## src/rtl/dma_line_engine.sv

```systemverilog
// Multi-line bidirectional DMA engine: unpacks host cache lines into word writes
// (H2M) or packs word reads into host cache lines (M2H), cmd_lines lines per command.
module dma_line_engine #(
  parameter int CL_SIZE_WIDTH = 512,
  parameter int WORD_SIZE     = 32,
  parameter int ADDR_WIDTH    = 28,
  parameter int LEN_WIDTH     = 16
) (
  input  logic                     clk,
  input  logic                     rst,
  input  logic                     cmd_valid,
  output logic                     cmd_ready,
  input  logic                     cmd_dir,
  input  logic [ADDR_WIDTH-1:0]    cmd_addr,
  input  logic [LEN_WIDTH-1:0]     cmd_lines,
  input  logic                     empty,
  output logic                     rd_en,
  input  logic [CL_SIZE_WIDTH-1:0] dma_rd_data,
  input  logic                     full,
  output logic                     wr_en,
  output logic [CL_SIZE_WIDTH-1:0] dma_wr_data,
  output logic                     DMAEn,
  output logic                     DMAWrEn,
  output logic [ADDR_WIDTH-1:0]    DMAAddr,
  output logic [WORD_SIZE-1:0]     DMAData,
  input  logic [WORD_SIZE-1:0]     DMAOut,
  input  logic                     DMAValid,
  output logic                     busy,
  output logic                     done
);

  localparam int WPL = CL_SIZE_WIDTH / WORD_SIZE;
  localparam int LW  = (WPL > 1) ? $clog2(WPL) : 1;
  localparam logic [LW-1:0] LAST_LANE = LW'(WPL - 1);

  typedef enum logic [2:0] {
    S_IDLE,
    S_H2M_FETCH,
    S_H2M_WRITE,
    S_M2H_REQ,
    S_M2H_WAIT,
    S_M2H_PUSH,
    S_DONE
  } state_t;

  state_t                   state;
  logic [CL_SIZE_WIDTH-1:0] line_buf;
  logic [CL_SIZE_WIDTH-1:0] line_ins;
  logic [WORD_SIZE-1:0]     lane_word;
  logic [LW-1:0]            lane;
  logic [LEN_WIDTH-1:0]     lines_left;
  logic [ADDR_WIDTH-1:0]    addr_r;

  assign lane_word = line_buf[lane*WORD_SIZE +: WORD_SIZE];

  // Line buffer with the current lane replaced by the returning memory word
  always_comb begin
    line_ins = line_buf;
    line_ins[lane*WORD_SIZE +: WORD_SIZE] = DMAOut;
  end

  always_ff @(posedge clk) begin
    if (rst) begin
      state       <= S_IDLE;
      cmd_ready   <= 1'b0;
      busy        <= 1'b0;
      done        <= 1'b0;
      rd_en       <= 1'b0;
      wr_en       <= 1'b0;
      DMAEn       <= 1'b0;
      DMAWrEn     <= 1'b0;
      DMAAddr     <= '0;
      DMAData     <= '0;
      dma_wr_data <= '0;
      line_buf    <= '0;
      lane        <= '0;
      lines_left  <= '0;
      addr_r      <= '0;
    end else begin
      // Strobes are single-cycle unless a state re-asserts them
      rd_en   <= 1'b0;
      wr_en   <= 1'b0;
      DMAEn   <= 1'b0;
      DMAWrEn <= 1'b0;
      done    <= 1'b0;
      case (state)
        S_IDLE: begin
          cmd_ready <= 1'b1;
          if (cmd_valid && cmd_ready) begin
            cmd_ready  <= 1'b0;
            busy       <= 1'b1;
            addr_r     <= cmd_addr;
            lines_left <= cmd_lines;
            lane       <= '0;
            if (cmd_lines == '0)
              state <= S_DONE;
            else if (cmd_dir)
              state <= S_M2H_REQ;
            else
              state <= S_H2M_FETCH;
          end
        end
        S_H2M_FETCH: begin
          if (!empty) begin
            rd_en    <= 1'b1;
            line_buf <= dma_rd_data;
            lane     <= '0;
            state    <= S_H2M_WRITE;
          end
        end
        S_H2M_WRITE: begin
          DMAEn   <= 1'b1;
          DMAWrEn <= 1'b1;
          DMAAddr <= addr_r;
          DMAData <= lane_word;
          addr_r  <= addr_r + ADDR_WIDTH'(1);
          if (lane == LAST_LANE) begin
            lane       <= '0;
            lines_left <= lines_left - LEN_WIDTH'(1);
            state      <= (lines_left == LEN_WIDTH'(1)) ? S_DONE : S_H2M_FETCH;
          end else begin
            lane <= lane + LW'(1);
          end
        end
        S_M2H_REQ: begin
          DMAEn   <= 1'b1;
          DMAAddr <= addr_r;
          state   <= S_M2H_WAIT;
        end
        S_M2H_WAIT: begin
          if (DMAValid) begin
            line_buf <= line_ins;
            addr_r   <= addr_r + ADDR_WIDTH'(1);
            if (lane == LAST_LANE) begin
              dma_wr_data <= line_ins;
              state       <= S_M2H_PUSH;
            end else begin
              lane  <= lane + LW'(1);
              state <= S_M2H_REQ;
            end
          end
        end
        S_M2H_PUSH: begin
          if (!full) begin
            wr_en      <= 1'b1;
            lane       <= '0;
            lines_left <= lines_left - LEN_WIDTH'(1);
            state      <= (lines_left == LEN_WIDTH'(1)) ? S_DONE : S_M2H_REQ;
          end
        end
        S_DONE: begin
          done      <= 1'b1;
          busy      <= 1'b0;
          cmd_ready <= 1'b1;
          state     <= S_IDLE;
        end
        default: state <= S_IDLE;
      endcase
    end
  end

endmodule

```

## config.mk

```make
export PLATFORM = sky130hd
export DESIGN_NAME = dma_line_engine
export DESIGN_NICKNAME = d
export VERILOG_FILES = /design/src/rtl/dma_line_engine.sv
export SDC_FILE = /design/constraint.sdc
export NUM_CORES = 2
export LEC_CHECK = 0
export ABC_AREA = 1
export CAP_MARGIN = 10
export CORE_AREA = 4 4 451 453
export CTS_CLUSTER_DIAMETER = 50
export DETAILED_ROUTE_END_ITERATION = 12
export DIE_AREA = 0 0 455 457
export PLACE_DENSITY = 0.54
export SYNTH_ARGS = -nofsm -noshare
export SYNTH_HDL_FRONTEND = slang
export SYNTH_SLANG_ARGS = --single-unit
```

## constraint.sdc

```tcl
create_clock -name clk -period 3.7 [get_ports clk]
set_clock_uncertainty 0.2 [all_clocks]
set_input_delay 0.74 -clock clk [delete_from_list [all_inputs] [get_ports clk]]
set_output_delay 0.74 -clock clk [all_outputs]
set_load 0.005 [all_outputs]
```

==> results.md <==
- In this run, post-CTS repair resized a total of 0 instances.
- For the pin with the worst max-slew slack, the measured transition is 1320 ps.
- TritonCTS built the clock tree.
- The first detailed-routing pass took 10 iterations.
- The number of global-route vias before repair is 68800.
- The startpoint type of the worst setup path is a flip-flop.
- The total power per unit cell area is 703 mW/mm^2.
- The floorplan has 164 rows.
- The chip height is 457 um.
- The routed wirelength normalized by instance count is 31.6 um.
- The final net count is 11200.
- The main combinational cell family by area after synthesis is simple AND/OR/NAND/NOR gates.
- The static leakage power is 34.2 nW.
- The number of different library cells used by synthesis comes to 33.
- The final layout contains routed wiring with a total length of 426000 um.
- The share of synthesized registers carrying an async set or reset is 0.
- In the final layout, the share of cells above drive strength 1 is 0.0520.
- During placement, the flow inserted port buffers numbering 1173.
- The number of buffers on the longest clock path is 3.
- In the routed design, unresolved DRC markers number 0.
- The first global-routing pass estimated 568000 um of wire.
- After detailed routing, the number of vias per cell comes to 5.59.
- The H-tree depth is 4.
- The number of max-slew violations in the final report came to 0.
- The number of flip-flops and latches in the synthesized netlist is 1142.
- The floorplan step defined a die boundary enclosing 0.208 sq mm.
- The routed via count is 75400.
- The initial antenna violation count is 76.
- The synthesized-area fraction occupied by and/or/nand/nor cells is 0.279.
- Along the worst hold path, the cell count comes to 4.
- The final critical-path share of the clock period is 0.900.
- For this block, the initial DRC count from the detailed router was 10800.
- Once detail routing completed, the nets flagged for antenna violations numbered 0.
- At the end of the flow the core is filled with cells to 0.413.
- The final weighted congestion of routability-driven global placement is 1.02.
- In this run, CTS created clock tree buffers numbering 179.
- The tree built by TritonCTS fans out to 1142 sinks.
- Setup violations remaining at the end of the flow were counted as 0.
- The fraction of synthesized cell area in xor and xnor cells is 0.000994.
- After technology mapping, the gate count stands at 9868.
- Measured in cells, the most critical reg-to-reg path has a length of 11.
- The mean instance size in the synthesized netlist is 6.25 sq um.
- The clock period minus final worst setup slack is 3330 ps.
- The final hold violation count is 0.
- The master cell of the clock root buffer is sky130_fd_sc_hd__clkbuf_16.
- The minimum hold slack is 216 ps.
- In this run, synthesis inferred 0 flip-flops with an integrated enable.
- The die extent in x is 455 um.
- For the worst setup path, the data arrival time is 3880 ps.
- Once the clock tree was built, the setup fixing pass inserted 0 buffers.
- For this configuration, the core starts out at a cell density of 0.310.
- The setup path with the least slack is of type reg -> reg.
- The sort of element at the end of the critical path is a flip-flop.
- The total negative slack for setup checks is 0 ps.
- In the synthesized netlist the dominant register cell turns out to be sky130_fd_sc_hd__dfxtp_1.
- Of the post-synthesis cell area, the part taken by muxes is 0.000162.
- The number of nets in the synthesized netlist is 10500.
- Across every metal layer, demand over resource in global routing totals 0.389.
- Clock-pin slew was measured on the worst setup and hold paths at 50 ps.
- Summed over all layers, the global routing overflow is 0.
- Setup repair after global routing left no endpoint under its margin.
- Entering global routing, the biggest net connects 176 pins.
- The HPWL after detailed placement is 319000 um.
- The I/O pin total is 1174.
- The area fraction in compound gates after synthesis was 0.225.
- STA puts the critical path data required time at 4250 ps.
- Hold repair after CTS inserted 0 buffers.
- The type of the most critical hold path is in -> reg.
- The synthesized netlist occupies a cell area of 0.0617 sq mm.
- Timing would allow up to 0.300 GHz.
- The arithmetic-cell share of the synthesized area counting full adders, half adders and majority gates is 0.00122.
- Across the VDD grid, the largest voltage drop is 0.000528 V.
- The headroom to the max-slew limit is 0.110.
- Relative to the synthesized area, the layout overhead comes to 33.2%.
- The run finished with clean final reports.
- In this run the worst path has a maximum fanout of 64.
- The number of warning messages in the yosys log is 0.
- The placeable core region is 0.199 sq mm.
- For this run, the register share of the synthesized area comes to 0.371.
- The max-cap check violation count is 0.
- The later pin in the worst-skew pair is clocked with a latency of 860 ps.
area by class of cell:
class | instances | area, sq um
clock inverters | 98 | 1200
inverters | 1126 | 4270
repair buffers | 1383 | 14000
diodes | 37 | 92.6
clock buffers | 232 | 5070
well taps | 2656 | 3320
flip-flops and latches | 1142 | 22900
fillers | 21000 | 117000
multi-input cells | 6808 | 31400
Yosys cell counts, types with 3 or more instances:
library cell               count  area share
sky130_fd_sc_hd__clkbuf_1    459       0.028
sky130_fd_sc_hd__inv_2        12     0.00073
sky130_fd_sc_hd__a21o_1      127       0.015
sky130_fd_sc_hd__a21oi_1    1352        0.11
sky130_fd_sc_hd__nand2_1    1841        0.11
sky130_fd_sc_hd__nand3_1    1061       0.086
sky130_fd_sc_hd__nand4_1     139       0.014
sky130_fd_sc_hd__ha_1          6      0.0012
sky130_fd_sc_hd__dfxtp_1    1142        0.37
sky130_fd_sc_hd__buf_1        91      0.0055
sky130_fd_sc_hd__xor2_1        4     0.00057
sky130_fd_sc_hd__nor2_1     1022       0.062
sky130_fd_sc_hd__xnor2_1       3     0.00043
sky130_fd_sc_hd__a31oi_1       5     0.00051
sky130_fd_sc_hd__o211ai_1     68      0.0083
sky130_fd_sc_hd__nor2_4        3     0.00055
sky130_fd_sc_hd__buf_2       225       0.018
sky130_fd_sc_hd__buf_4        15      0.0018
sky130_fd_sc_hd__or2_2         4     0.00041
sky130_fd_sc_hd__nor3_1       38      0.0031
sky130_fd_sc_hd__o21ai_0    1039       0.084
sky130_fd_sc_hd__inv_1      1114       0.068
sky130_fd_sc_hd__o21ai_1      82      0.0067
stage by stage:
stage	cell area [sq um]	instances	worst slack (ps)	total power, mW
2_1_floorplan	61700	9868	815	27.7
3_3_place_gp	75800	13100	294	38.6
3_5_place_dp	75800	13100	286	38.7
4_1_cts	82100	13400	533	56.8
5_1_grt	82200	13500	312	59.5
6_report	82200	13500	368	57.7
worst max-delay path, cell delays in order (launching register included):
cell	delay [ps]
sky130_fd_sc_hd__dfxtp_4	540
sky130_fd_sc_hd__inv_6	170
sky130_fd_sc_hd__ha_4	220
sky130_fd_sc_hd__nand2_1	120
sky130_fd_sc_hd__nand2_4	160
sky130_fd_sc_hd__inv_2	250
sky130_fd_sc_hd__buf_4	710
sky130_fd_sc_hd__nand4_1	360
sky130_fd_sc_hd__nand2_1	220
sky130_fd_sc_hd__nand2_1	70
sky130_fd_sc_hd__nand2_1	70
sky130_fd_sc_hd__inv_1	40
layout by cell type (no fill, tap or decap), types with 5 or more instances in the layout:
cell type	instances
sky130_fd_sc_hd__nor2_4	9
sky130_fd_sc_hd__inv_8	6
sky130_fd_sc_hd__inv_6	10
sky130_fd_sc_hd__a21oi_1	1352
sky130_fd_sc_hd__clkinvlp_4	23
sky130_fd_sc_hd__nor2_1	1017
sky130_fd_sc_hd__clkbuf_8	26
sky130_fd_sc_hd__diode_2	37
sky130_fd_sc_hd__dfxtp_1	1139
sky130_fd_sc_hd__a31oi_1	5
sky130_fd_sc_hd__clkbuf_16	185
sky130_fd_sc_hd__o21ai_0	1039
sky130_fd_sc_hd__nand4_1	139
sky130_fd_sc_hd__a21o_1	127
sky130_fd_sc_hd__buf_12	54
sky130_fd_sc_hd__inv_2	7
sky130_fd_sc_hd__nor3_1	38
sky130_fd_sc_hd__clkbuf_1	21
sky130_fd_sc_hd__inv_1	1112
sky130_fd_sc_hd__o21ai_1	82
sky130_fd_sc_hd__clkinv_4	13
sky130_fd_sc_hd__clkinv_2	27
sky130_fd_sc_hd__buf_4	156
sky130_fd_sc_hd__nand2_1	1839
sky130_fd_sc_hd__o211ai_1	68
sky130_fd_sc_hd__nand3_1	1061
sky130_fd_sc_hd__bufinv_16	20
sky130_fd_sc_hd__clkdlybuf4s50_1	1172
kinds of logic after synthesis:
family / count (synthesis)
and+or+nand+nor: 4117
xor gates and xnor gates: 7
AOI/OAI and AO/OA: 2677
buffers and inverters: 1918
DFF: 1142
adders and majority gates: 6
muxes: 1
power by group:
group          switching, mW  internal, mW  total (mW)  leakage (nW)
sequential              3.31          14.8        18.1          9.28
combinational           15.8          5.70        21.5          21.9
clock                   7.03          11.1        18.1          3.02
flip-flops by register name (all words and copies together) (netlist names):
name	count
line_buf	512
rd_en	1
state	3
DMAEn	1
DMAData	32
busy	1
lane	4
lines_left	16
cmd_ready	1
addr_r	28
wr_en	1
dma_wr_data	512
DMAWrEn	1
DMAAddr	28
done	1
per-layer routing:
layer,wire length [um],share of wire,up-vias,global-route usage
li1,-,-,33800,-
met1,169000,0.40,35900,0.505
met2,172000,0.40,4733,0.543
met3,48600,0.11,887,0.115
met4,35600,0.083,30,0.279
met5,199,0.00047,-,0
path summary, 6_finish.rpt:
check / startpoint / to / slack (ps)
setup / recovery: lane[0] / dma_wr_data[334] / 370
setup reg to reg: lane[0] / dma_wr_data[334] / 370
hold / removal: rst / DMAData[31] / 220
hold reg to reg: busy / busy / 280
Note: power is estimated with default switching activity, not from simulation.
